**src/rtl/sdram_arbiter.sv**
```systemverilog
// sdram_arbiter: two-port round-robin arbiter and command sequencer in front
// of an SDRAM controller host interface. Each grant becomes a single
// rd_enable/wr_enable handshake; completion is tracked through the
// controller's busy signal and reported with a one-cycle ack per port.
//
// Ports
//   clk, rst                    clock, async active-high reset
//   pN_req/wr/addr/wdata        request side, N = 0,1 (held until pN_ack)
//   pN_ack/err/rdata            one-cycle completion, timeout flag, read data
//   haddr, data_input           latched address / write data to controller
//   rd_enable, wr_enable        command strobes to controller
//   busy, data_output           controller status and read data
module sdram_arbiter #(
  parameter int ADDR_W  = 24,
  parameter int DATA_W  = 16,
  parameter int TIMEOUT = 64
) (
  input  logic              clk,
  input  logic              rst,
  input  logic              p0_req,
  input  logic              p0_wr,
  input  logic [ADDR_W-1:0] p0_addr,
  input  logic [DATA_W-1:0] p0_wdata,
  output logic              p0_ack,
  output logic              p0_err,
  output logic [DATA_W-1:0] p0_rdata,
  input  logic              p1_req,
  input  logic              p1_wr,
  input  logic [ADDR_W-1:0] p1_addr,
  input  logic [DATA_W-1:0] p1_wdata,
  output logic              p1_ack,
  output logic              p1_err,
  output logic [DATA_W-1:0] p1_rdata,
  output logic [ADDR_W-1:0] haddr,
  output logic [DATA_W-1:0] data_input,
  output logic              rd_enable,
  output logic              wr_enable,
  input  logic              busy,
  input  logic [DATA_W-1:0] data_output
);

  typedef enum logic [1:0] {IDLE, ISSUE, WAIT, DONE} state_e;

  state_e                   state_q, state_d;
  logic                     sel_q, sel_d, last_q, last_d, wr_q, wr_d;
  logic [ADDR_W-1:0]        addr_q, addr_d;
  logic [DATA_W-1:0]        wdata_q, wdata_d;
  logic [7:0]               cnt_q, cnt_d;
  logic                     err_q, err_d;
  logic                     rd_en_q, rd_en_d, wr_en_q, wr_en_d;
  logic [1:0]               ack_q, ack_d, aerr_q, aerr_d;
  logic [1:0][DATA_W-1:0]   rdata_q, rdata_d;
  logic                     gnt;

  // Tie goes to the port that did not win last time; a lone request wins.
  assign gnt = (p0_req && p1_req) ? ~last_q : p1_req;

  always_comb begin
    state_d = state_q;
    sel_d   = sel_q;
    last_d  = last_q;
    wr_d    = wr_q;
    addr_d  = addr_q;
    wdata_d = wdata_q;
    cnt_d   = cnt_q;
    err_d   = err_q;
    rd_en_d = rd_en_q;
    wr_en_d = wr_en_q;
    ack_d   = '0;
    aerr_d  = '0;
    rdata_d = rdata_q;
    unique case (state_q)
      IDLE: begin
        if (p0_req || p1_req) begin
          sel_d   = gnt;
          last_d  = gnt;
          wr_d    = gnt ? p1_wr    : p0_wr;
          addr_d  = gnt ? p1_addr  : p0_addr;
          wdata_d = gnt ? p1_wdata : p0_wdata;
          cnt_d   = '0;
          wr_en_d = gnt ? p1_wr    : p0_wr;
          rd_en_d = gnt ? !p1_wr   : !p0_wr;
          state_d = ISSUE;
        end
      end
      ISSUE: begin
        if (busy) begin
          rd_en_d = 1'b0;
          wr_en_d = 1'b0;
          cnt_d   = '0;
          state_d = WAIT;
        end else if (cnt_q == 8'(TIMEOUT - 1)) begin
          // Enable has now been high for TIMEOUT cycles with no response.
          rd_en_d = 1'b0;
          wr_en_d = 1'b0;
          err_d   = 1'b1;
          state_d = DONE;
        end else begin
          cnt_d = cnt_q + 8'd1;
        end
      end
      WAIT: begin
        if (!busy) begin
          if (!wr_q) rdata_d[sel_q] = data_output;
          state_d = DONE;
        end
      end
      DONE: begin
        ack_d[sel_q]  = 1'b1;
        aerr_d[sel_q] = err_q;
        err_d         = 1'b0;
        state_d       = IDLE;
      end
      default: state_d = IDLE;
    endcase
  end

  always_ff @(posedge clk or posedge rst) begin
    if (rst) begin
      state_q <= IDLE;
      sel_q   <= 1'b0;
      last_q  <= 1'b1;
      wr_q    <= 1'b0;
      addr_q  <= '0;
      wdata_q <= '0;
      cnt_q   <= '0;
      err_q   <= 1'b0;
      rd_en_q <= 1'b0;
      wr_en_q <= 1'b0;
      ack_q   <= '0;
      aerr_q  <= '0;
      rdata_q <= '0;
    end else begin
      state_q <= state_d;
      sel_q   <= sel_d;
      last_q  <= last_d;
      wr_q    <= wr_d;
      addr_q  <= addr_d;
      wdata_q <= wdata_d;
      cnt_q   <= cnt_d;
      err_q   <= err_d;
      rd_en_q <= rd_en_d;
      wr_en_q <= wr_en_d;
      ack_q   <= ack_d;
      aerr_q  <= aerr_d;
      rdata_q <= rdata_d;
    end
  end

  assign haddr      = addr_q;
  assign data_input = wdata_q;
  assign rd_enable  = rd_en_q;
  assign wr_enable  = wr_en_q;
  assign p0_ack     = ack_q[0];
  assign p1_ack     = ack_q[1];
  assign p0_err     = aerr_q[0];
  assign p1_err     = aerr_q[1];
  assign p0_rdata   = rdata_q[0];
  assign p1_rdata   = rdata_q[1];

endmodule

```
**config.mk**
```make
export PLATFORM = sky130hd
export DESIGN_NAME = sdram_arbiter
export DESIGN_NICKNAME = d
export VERILOG_FILES = /design/src/rtl/sdram_arbiter.sv
export SDC_FILE = /design/constraint.sdc
export NUM_CORES = 1
export LEC_CHECK = 0
export CORE_ASPECT_RATIO = 0.5
export CORE_MARGIN = 5
export CORE_UTILIZATION = 42
export CTS_CLUSTER_SIZE = 8
export DETAILED_ROUTE_END_ITERATION = 6
export MAX_ROUTING_LAYER = met4
export PLACE_DENSITY = 0.79
export SLEW_MARGIN = 5
export SYNTH_ARGS = -nofsm -noshare
export SYNTH_HDL_FRONTEND = slang
export SYNTH_SLANG_ARGS = --single-unit
export TNS_END_PERCENT = 10
```
**constraint.sdc**
```tcl
create_clock -name clk -period 3.65 [get_ports clk]
set_input_delay 0.365 -clock clk [delete_from_list [all_inputs] [get_ports clk]]
set_output_delay 0.365 -clock clk [all_outputs]
set_load 0.1 [all_outputs]
```
==> results of run 1 <==
[worst register-to-register path: stages (launching register included)]
cell     delay (ns)
dfrtp_1        0.44
inv_1          0.13
ha_1           0.30
nor3b_1        0.66
nor2_1         0.20
and2_1         0.23
mux2_2         0.25
[logic make-up (layout without fill, tap and decap cells)]
logic type / Yosys count / count (layout) / share of synthesized area
AND/OR/NAND/NOR: 78 / 78 / 0.0921
buffers and inverters: 24 / 206 / 0.0244
adder cells (fa/ha/maj): 6 / 6 / 0.0186
AO/OA/AOI/OAI: 67 / 67 / 0.0996
multiplexers: 75 / 75 / 0.196
flip-flops: 92 / 92 / 0.569
[registers in the layout, indices dropped and copies added, names as in the netlist, 2 cells and up]
| register | count |
|---|---|
| aerr_q | 2 |
| haddr | 24 |
| cnt_q | 8 |
| ack_q | 2 |
| p1_rdata | 16 |
| data_input | 16 |
| p0_rdata | 16 |
| state_q | 2 |
[cells in the mapped netlist, types with 2 or more instances]
cell and count:
a21oi_1 3, and3_1 5, a22o_1 2, a31oi_1 3, nor2_1 7, o21ai_0 45, nand2_1 46, nand2b_1 2
nor2b_1 3, and2_1 2, inv_1 5, mux2_2 34, buf_2 7, dfrtp_1 91, mux2i_1 41, ha_1 6
o22a_1 3, nand3_1 2, clkbuf_1 12, or3_1 2
[routing by layer]
layer	routed length [um]	global-route usage	up-vias
met3	522	0.0454	6
met5	0	-	-
met4	49	0.0384	0
met1	4290	0.209	1486
li1	-	-	1563
met2	5330	0.324	82
[worst min-delay path by stage]
stage             startpoint       endpoint  slack, ns  depth (start not counted)
6_report           haddr[23]      haddr[23]       0.48                          2
5_1_grt            haddr[10]      haddr[10]       0.50                          2
4_1_cts        data_input[8]  data_input[8]       0.48                          2
3_5_place_dp       haddr[10]      haddr[10]       0.47                          2
3_3_place_gp        haddr[8]       haddr[8]       0.46                          2
2_1_floorplan         p0_req         last_q       0.44                          1
[area by class of cell]
type	count	area [um2]
Clock inverter	7	65.1
Sequential cell	92	2300
Inverter	5	21.3
Timing Repair Buffer	185	1850
Clock buffer	9	225
Fill cell	725	3090
Tap cell	135	169
Multi-Input combinational cell	226	1690
[stage by stage]
| stage | hold slack, ns | instances | cell area (um2) | setup slack (ns) |
|---|---|---|---|---|
| after floorplan | 0.438 | 342 | 4050 | 0.895 |
| after global placement | 0.460 | 643 | 6040 | 1.26 |
| after detailed placement | 0.469 | 643 | 6040 | 1.21 |
| after CTS | 0.485 | 659 | 6330 | 1.36 |
| after global routing | 0.499 | 659 | 6330 | 1.12 |
| final | 0.479 | 659 | 6330 | 1.33 |
==> flow_metrics.tcl, run 1 <==
set metrics [dict create \
    clkLatencyLatePin_ns 0.34 \
    synth_cell_types 41 \
    grt_pass1_wl_um 16500 \
    r2r_slack_ns 1.33 \
    critPathRequiredTime_ns 3.87 \
    clockRootBuffer "clkbuf_16" \
    path_clk_slew_ns 0.07 \
    antenna_left 0 \
    cts.path.max_buffers 2 \
    crit_start "state_q[0]" \
    start_util 0.430 \
    startpoint_type "flop" \
    reg2reg_depth 6 \
    async_reset_ff_frac 1.00 \
    tns_ns 0 \
    drv_slew 0 \
    cts_tree "done" \
    gp_congestion 0.797 \
    synth_top_area_share 0.563 \
    synth_fp_nets 451 \
    syn_avg_cell_area_um2 11.8 \
    critical_path_class "reg2reg" \
    syn2layout_area_growth_pct 56.3 \
    r2r_start "state_q[0]" \
    hp-class "reg2reg" \
    synthFlopType "dfrtp_1" \
    dieArea_um2 11800 \
    fin_worst_skew_ns 0.00828 \
    cp_top_family "simple AND/OR/NAND/NOR gates" \
    final_cell_mix "clkdlybuf4s50_1, dfrtp_1, nand2_1" \
    dieWidth_um 149 \
    fmax_mhz 432 \
    r2r-end "cnt_q[0]" \
    rsz0062_at_grt "no" \
    dr.pass1.iters 4 \
    holdBufCountCts 0 \
    synth.cell_area_um2 4050 \
    drcViolationCount 0 \
    final_layout_size_suffix_gt1_frac 0.126 \
    cp-endpoint "cnt_q[0]" \
    track_usage 0.181 \
    grt_overflow 0 \
    grt_max_degree 74 \
    hold_viol 0 \
    wl_per_cell_um 15.5 \
    synth-edff-count 0 \
    htree_levels 3 \
    wl_um 10200 \
    synth.area.top_cells "dfrtp_1, mux2i_1, mux2_2, o21ai_0, nand2_1" \
    cts.sinks 92 \
    route.vias.total 3137 \
    critPathMaxStageDelay_ns 0.66 \
    finalCritPeriodShare 0.634 \
    syn_inst 342 \
    fin_util 0.672 \
    yosysWarnings 0 \
    yosysTopAreaCell "dfrtp_1" \
    place_hpwl_um 7710 \
    cts_buffers 9 \
    cp_max_fo 6 \
    io_buffers 180 \
    critPathCaptureType "flop" \
    core_region_area_um2 9420 \
    post_cts_buffers 0 \
    rows 25 \
    antennaDiodeCount 0 \
    cts_resized 0 \
    cp_slowest_cell "nor3b_1" \
    routed_via_density 4.76 \
    outcome "finished clean" \
    cap_violations 0 \
    chipHeight_um 79.4 \
    grt_pass1_vias 3299 \
    yosysSeqAreaShare 0.569 \
    worst_pin_slew_ns 1.01 \
    slew_headroom 0.325 \
    design.portCount 181 \
    setup_viol 0 \
    crit_chain "inv_1 -> ha_1 -> nor3b_1 -> nor2_1 -> and2_1 -> mux2_2" \
    ys_seq_elements 92 \
    first_iter_violations 136 \
    critPathArrivalTime_ns 2.54 \
    crit_buf_inv 1 \
    cp_num_cells 6 \
    nets 628 \
    antenna_found_initial 0 \
    final_common_cell "clkdlybuf4s50_1" \
    fin_crit_ns 2.32 \
]
Power of run 1 is left out: the tool's default activity adds up to more than one toggle a clock period on the data nets, which glitch-free logic cannot reach.
==> inputs of run 2 (changes only) <==
==> constraint.sdc (replaced) <==
create_clock -name clk -period 2.2 [get_ports clk]
set_input_delay 0.22 -clock clk [delete_from_list [all_inputs] [get_ports clk]]
set_output_delay 0.22 -clock clk [all_outputs]
set_load 0.1 [all_outputs]
==> run 2 against run 1 <==
- maximum frequency rose by 14%
- global-route usage rose by 0.30 points
- utilization decreased by 1.4 points
- clock-buffer cell count stayed put
- wire length grew 1.1%
- via count rose by 2.5%
- critical path type unchanged
- final cell count is 0.61% higher
- critical endpoint is now state_q[1]
==> flow_metrics.tcl, run 2 (same netlist as run 1, synthesis figures left out) <==
set metrics [dict create \
    outcome "finished clean" \
    antenna_left 0 \
    use_met2 0.331 \
    fillers 721 \
    wl_per_cell_um 15.5 \
    antennaDiodeCount 0 \
    antenna_found_initial 0 \
    grt_util_met3 0.0397 \
    crit_chain "ha_1 -> nand3_2 -> or4_1 -> a21boi_2 -> mux2_2" \
    syn2layout_area_growth_pct 53.0 \
    clockRootBuffer "clkbuf_16" \
    place_hpwl_um 7710 \
    final_cell_mix "clkdlybuf4s50_1, dfrtp_1, buf_4" \
    startpoint_type "flop" \
    grt_overflow 0 \
    rsz0062_at_grt "no" \
    final_common_cell "clkdlybuf4s50_1" \
    grt.met1_usage 0.206 \
    io_buffers 180 \
    routed_via_density 4.85 \
    gp_congestion 0.850 \
    route.vias.total 3214 \
    worst_pin_slew_ns 0.479 \
    cp_max_fo 7 \
    nets 632 \
    setup_viol 0 \
    final_layout_size_suffix_gt1_frac 0.280 \
    critPathRequiredTime_ns 2.43 \
    dieWidth_um 149 \
    fmax_mhz 491 \
    grt_max_degree 93 \
    start_util 0.430 \
    critPathArrivalTime_ns 2.27 \
    critPathMaxStageDelay_ns 0.62 \
    fin_util 0.658 \
    clkLatencyLatePin_ns 0.34 \
    tns_ns 0 \
    finalCritPeriodShare 0.925 \
    critPathCaptureType "flop" \
    drcViolationCount 0 \
    chipHeight_um 79.4 \
    hold_viol 0 \
    grt_pass1_vias 3313 \
    track_usage 0.184 \
    post_cts_buffers 0 \
    largest_reg_flops 24 \
    core_region_area_um2 9420 \
    busiest_layer "met2" \
    rows 25 \
    cap_violations 0 \
    path_clk_slew_ns 0.07 \
    critical_path_class "reg2reg" \
    drv_slew 0 \
    cts.sinks 92 \
    cts_tree "done" \
    htree_levels 3 \
    fin_crit_ns 2.03 \
    cts_resized 0 \
    cp_slowest_cell "or4_1" \
    fin_worst_skew_ns 0.00768 \
    dr.pass1.iters 4 \
    holdBufCountCts 0 \
    slew_headroom 0.679 \
    cts.path.max_buffers 2 \
    hp-class "in2async" \
    grt_pass1_wl_um 16600 \
    first_iter_violations 153 \
    wl_um 10300 \
    cts_buffers 9 \
    design.portCount 181 \
    dieArea_um2 11800 \
]
==> run 2: path summary, 6_finish.rpt <==
check / from / to / slack (ns) / cells past startpoint
worst max-delay path: cnt_q[0] / state_q[1] / 0.17 / 5
worst min-delay path: rst / haddr[3] / 0.37 / 3
worst max register to register: cnt_q[0] / state_q[1] / 0.17 / 5
worst min register to register: haddr[5] / haddr[5] / 0.48 / 2
max in group asynchronous: rst / last_q / 1.46 / 3
min in group clk: haddr[5] / haddr[5] / 0.48 / 2
==> run 2: layout make-up <==
| class | instances | area (um2) | area share |
|---|---|---|---|
| clock inverters | 7 | 82.6 | 0.0133 |
| clock buffers | 9 | 225 | 0.0364 |
| multi-input cells | 226 | 1690 | 0.273 |
| inverters | 5 | 22.5 | 0.00364 |
| repair buffers | 189 | 1700 | 0.274 |
| flip-flops and latches | 92 | 2300 | 0.372 |
| well taps | 135 | 169 | 0.0273 |
==> run 2: layer usage <==
layer	vias to the layer above	wire length (um)
met5	-	0
met4	0	207
met3	19	455
met2	92	5470
met1	1528	4180
li1	1575	-
==> run 2: critical path: cells and delay by family (launching register included) <==
family	cells	cell delay, ns
AND/OR/NAND/NOR	2	0.74
multiplexers	1	0.35
adder cells (fa/ha/maj)	1	0.21
flip-flops	1	0.40
AO/OA/AOI/OAI	1	0.22
==> run 2: per-stage QoR <==
stage / cells / hold slack [ns] / cell area (um2) / setup WS (ns)
2_1_floorplan: 342 / 0.293 / 4050 / 0.263
3_3_place_gp: 647 / 0.463 / 5880 / 0.272
3_5_place_dp: 647 / 0.472 / 5880 / 0.186
4_1_cts: 663 / 0.385 / 6190 / 0.177
5_1_grt: 663 / 0.409 / 6190 / 0.0354
6_report: 663 / 0.371 / 6190 / 0.165
Power of run 2 is left out for the same reason.
==> inputs of run 3 (changes only) <==
==> constraint.sdc (replaced) <==
create_clock -name clk -period 2.1 [get_ports clk]
set_input_delay 0.21 -clock clk [delete_from_list [all_inputs] [get_ports clk]]
set_output_delay 0.21 -clock clk [all_outputs]
set_load 0.1 [all_outputs]
==> run 3 against run 2 <==
- utilization grew 0.54 points
- critical path depth up 2
- flip-flop and latch count did not move
- wire length decreased by 0.90%
- largest cell class unchanged
- highest routed layer unchanged
==> flow_metrics.tcl, run 3 (same netlist as run 1, synthesis figures left out) <==
set metrics [dict create \
    outcome "finished clean" \
    crit_buf_inv 2 \
    route.vias.total 3187 \
    finish.instance_area_um2 6240 \
    drcViolationCount 0 \
    first_iter_violations 100 \
    nets 634 \
    critPathRequiredTime_ns 2.33 \
    startpoint_type "flop" \
    clockRootBuffer "clkbuf_16" \
    cp_top_family "compound AO/OA/AOI/OAI gates" \
    place_hpwl_um 7910 \
    critPathArrivalTime_ns 2.18 \
    track_usage 0.179 \
    setup_viol 0 \
    htree_levels 3 \
    reg2reg_depth 7 \
    dr.pass1.iters 4 \
    fillers 753 \
    slew_headroom 0.565 \
    critPathCaptureType "flop" \
    final_common_cell "clkdlybuf4s50_1" \
    io_buffers 180 \
    grt_pass1_wl_um 16200 \
    path_clk_slew_ns 0.07 \
    rsz0062_at_grt "no" \
    r2r_start "state_q[0]" \
    cts.sinks 92 \
    worst_pin_slew_ns 0.650 \
    cp_slowest_cell "dfrtp_1" \
    crit_chain "inv_1 -> ha_1 -> nor3b_1 -> buf_4 -> nor2_1 -> o31ai_2 -> a221o_1" \
    tns_ns 0 \
    place_area_um2 5960 \
    dieWidth_um 149 \
    grt_pass1_vias 3247 \
    wl_um 10200 \
    cts.path.max_buffers 2 \
    wl_per_cell_um 15.4 \
    post_cts_buffers 0 \
    rows 25 \
    cts_buffers 9 \
    cts_tree "done" \
    design.portCount 181 \
    start_util 0.430 \
    largest_reg_flops 24 \
    r2r_slack_ns 0.15 \
    r2r-end "cnt_q[2]" \
    cap_violations 0 \
    hold_viol 0 \
    routed_via_density 4.79 \
    critical_path_class "reg2reg" \
    finalCritPeriodShare 0.929 \
    antenna_left 0 \
    fin_crit_ns 1.95 \
    fin_worst_skew_ns 0.00474 \
    final_cell_mix "clkdlybuf4s50_1, dfrtp_1, buf_4" \
    cp_max_fo 6 \
    gp_congestion 0.852 \
    clkLatencyLatePin_ns 0.34 \
    grt_max_degree 47 \
    antenna_found_initial 0 \
    fmax_mhz 513 \
    critPathMaxStageDelay_ns 0.46 \
    hp-class "in2async" \
    dieArea_um2 11800 \
    antennaDiodeCount 0 \
    drv_slew 0 \
    final_layout_size_suffix_gt1_frac 0.283 \
    core_region_area_um2 9420 \
    chipHeight_um 79.4 \
    grt_overflow 0 \
    syn2layout_area_growth_pct 54.3 \
]
==> run 3: cell type report <==
type	count	area [um2]	share of cell area
sequential	92	2300	0.369
timing repair buffer	191	1780	0.285
multi-input combinational	226	1690	0.271
clock buffer	10	229	0.0367
tap	135	169	0.0271
clock inverter	6	48.8	0.00782
inverter	5	22.5	0.00361
==> run 3: worst max path at each step <==
stage | start | end | slack (ns) | cells after the start
final | state_q[0] | cnt_q[2] | 0.15 | 7
after global routing | state_q[0] | state_q[1] | 0.04 | 7
after CTS | cnt_q[0] | state_q[1] | 0.09 | 5
after detailed placement | cnt_q[1] | state_q[1] | 0.10 | 5
after global placement | cnt_q[0] | state_q[1] | 0.16 | 5
after floorplan | state_q[0] | p0_rdata[0] | 0.16 | 5
==> run 3: tightest hold or removal path, stage by stage <==
cell	delay [ns]
clkdlybuf4s50_1	0.44
clkinvlp_4	0.13
buf_12	0.25
==> run 3: what timing repair did <==
action                     CTS  global route
setup endpoints to repair    0             1
hold buffers                 0             0
resized for setup            0             1
==> run 3: metal layers <==
metal | up-vias | global-route usage | wire, um
li1 | 1583 | - | -
met1 | 1519 | 0.203 | 4040
met2 | 74 | 0.325 | 5570
met3 | 11 | 0.0420 | 462
met4 | 0 | 0.0447 | 138
met5 | - | - | 0
==> run 3: per-stage QoR <==
stage               worst slack [ns]  std cells   util  hold slack, ns
global route                  0.0359        665  0.663           0.344
finish                         0.150        665  0.663           0.317
floorplan                      0.163        342      -           0.283
CTS                           0.0866        665  0.663           0.326
detailed placement             0.100        649  0.633           0.472
global placement               0.160        649  0.633           0.463
Power of run 3 is left out for the same reason.
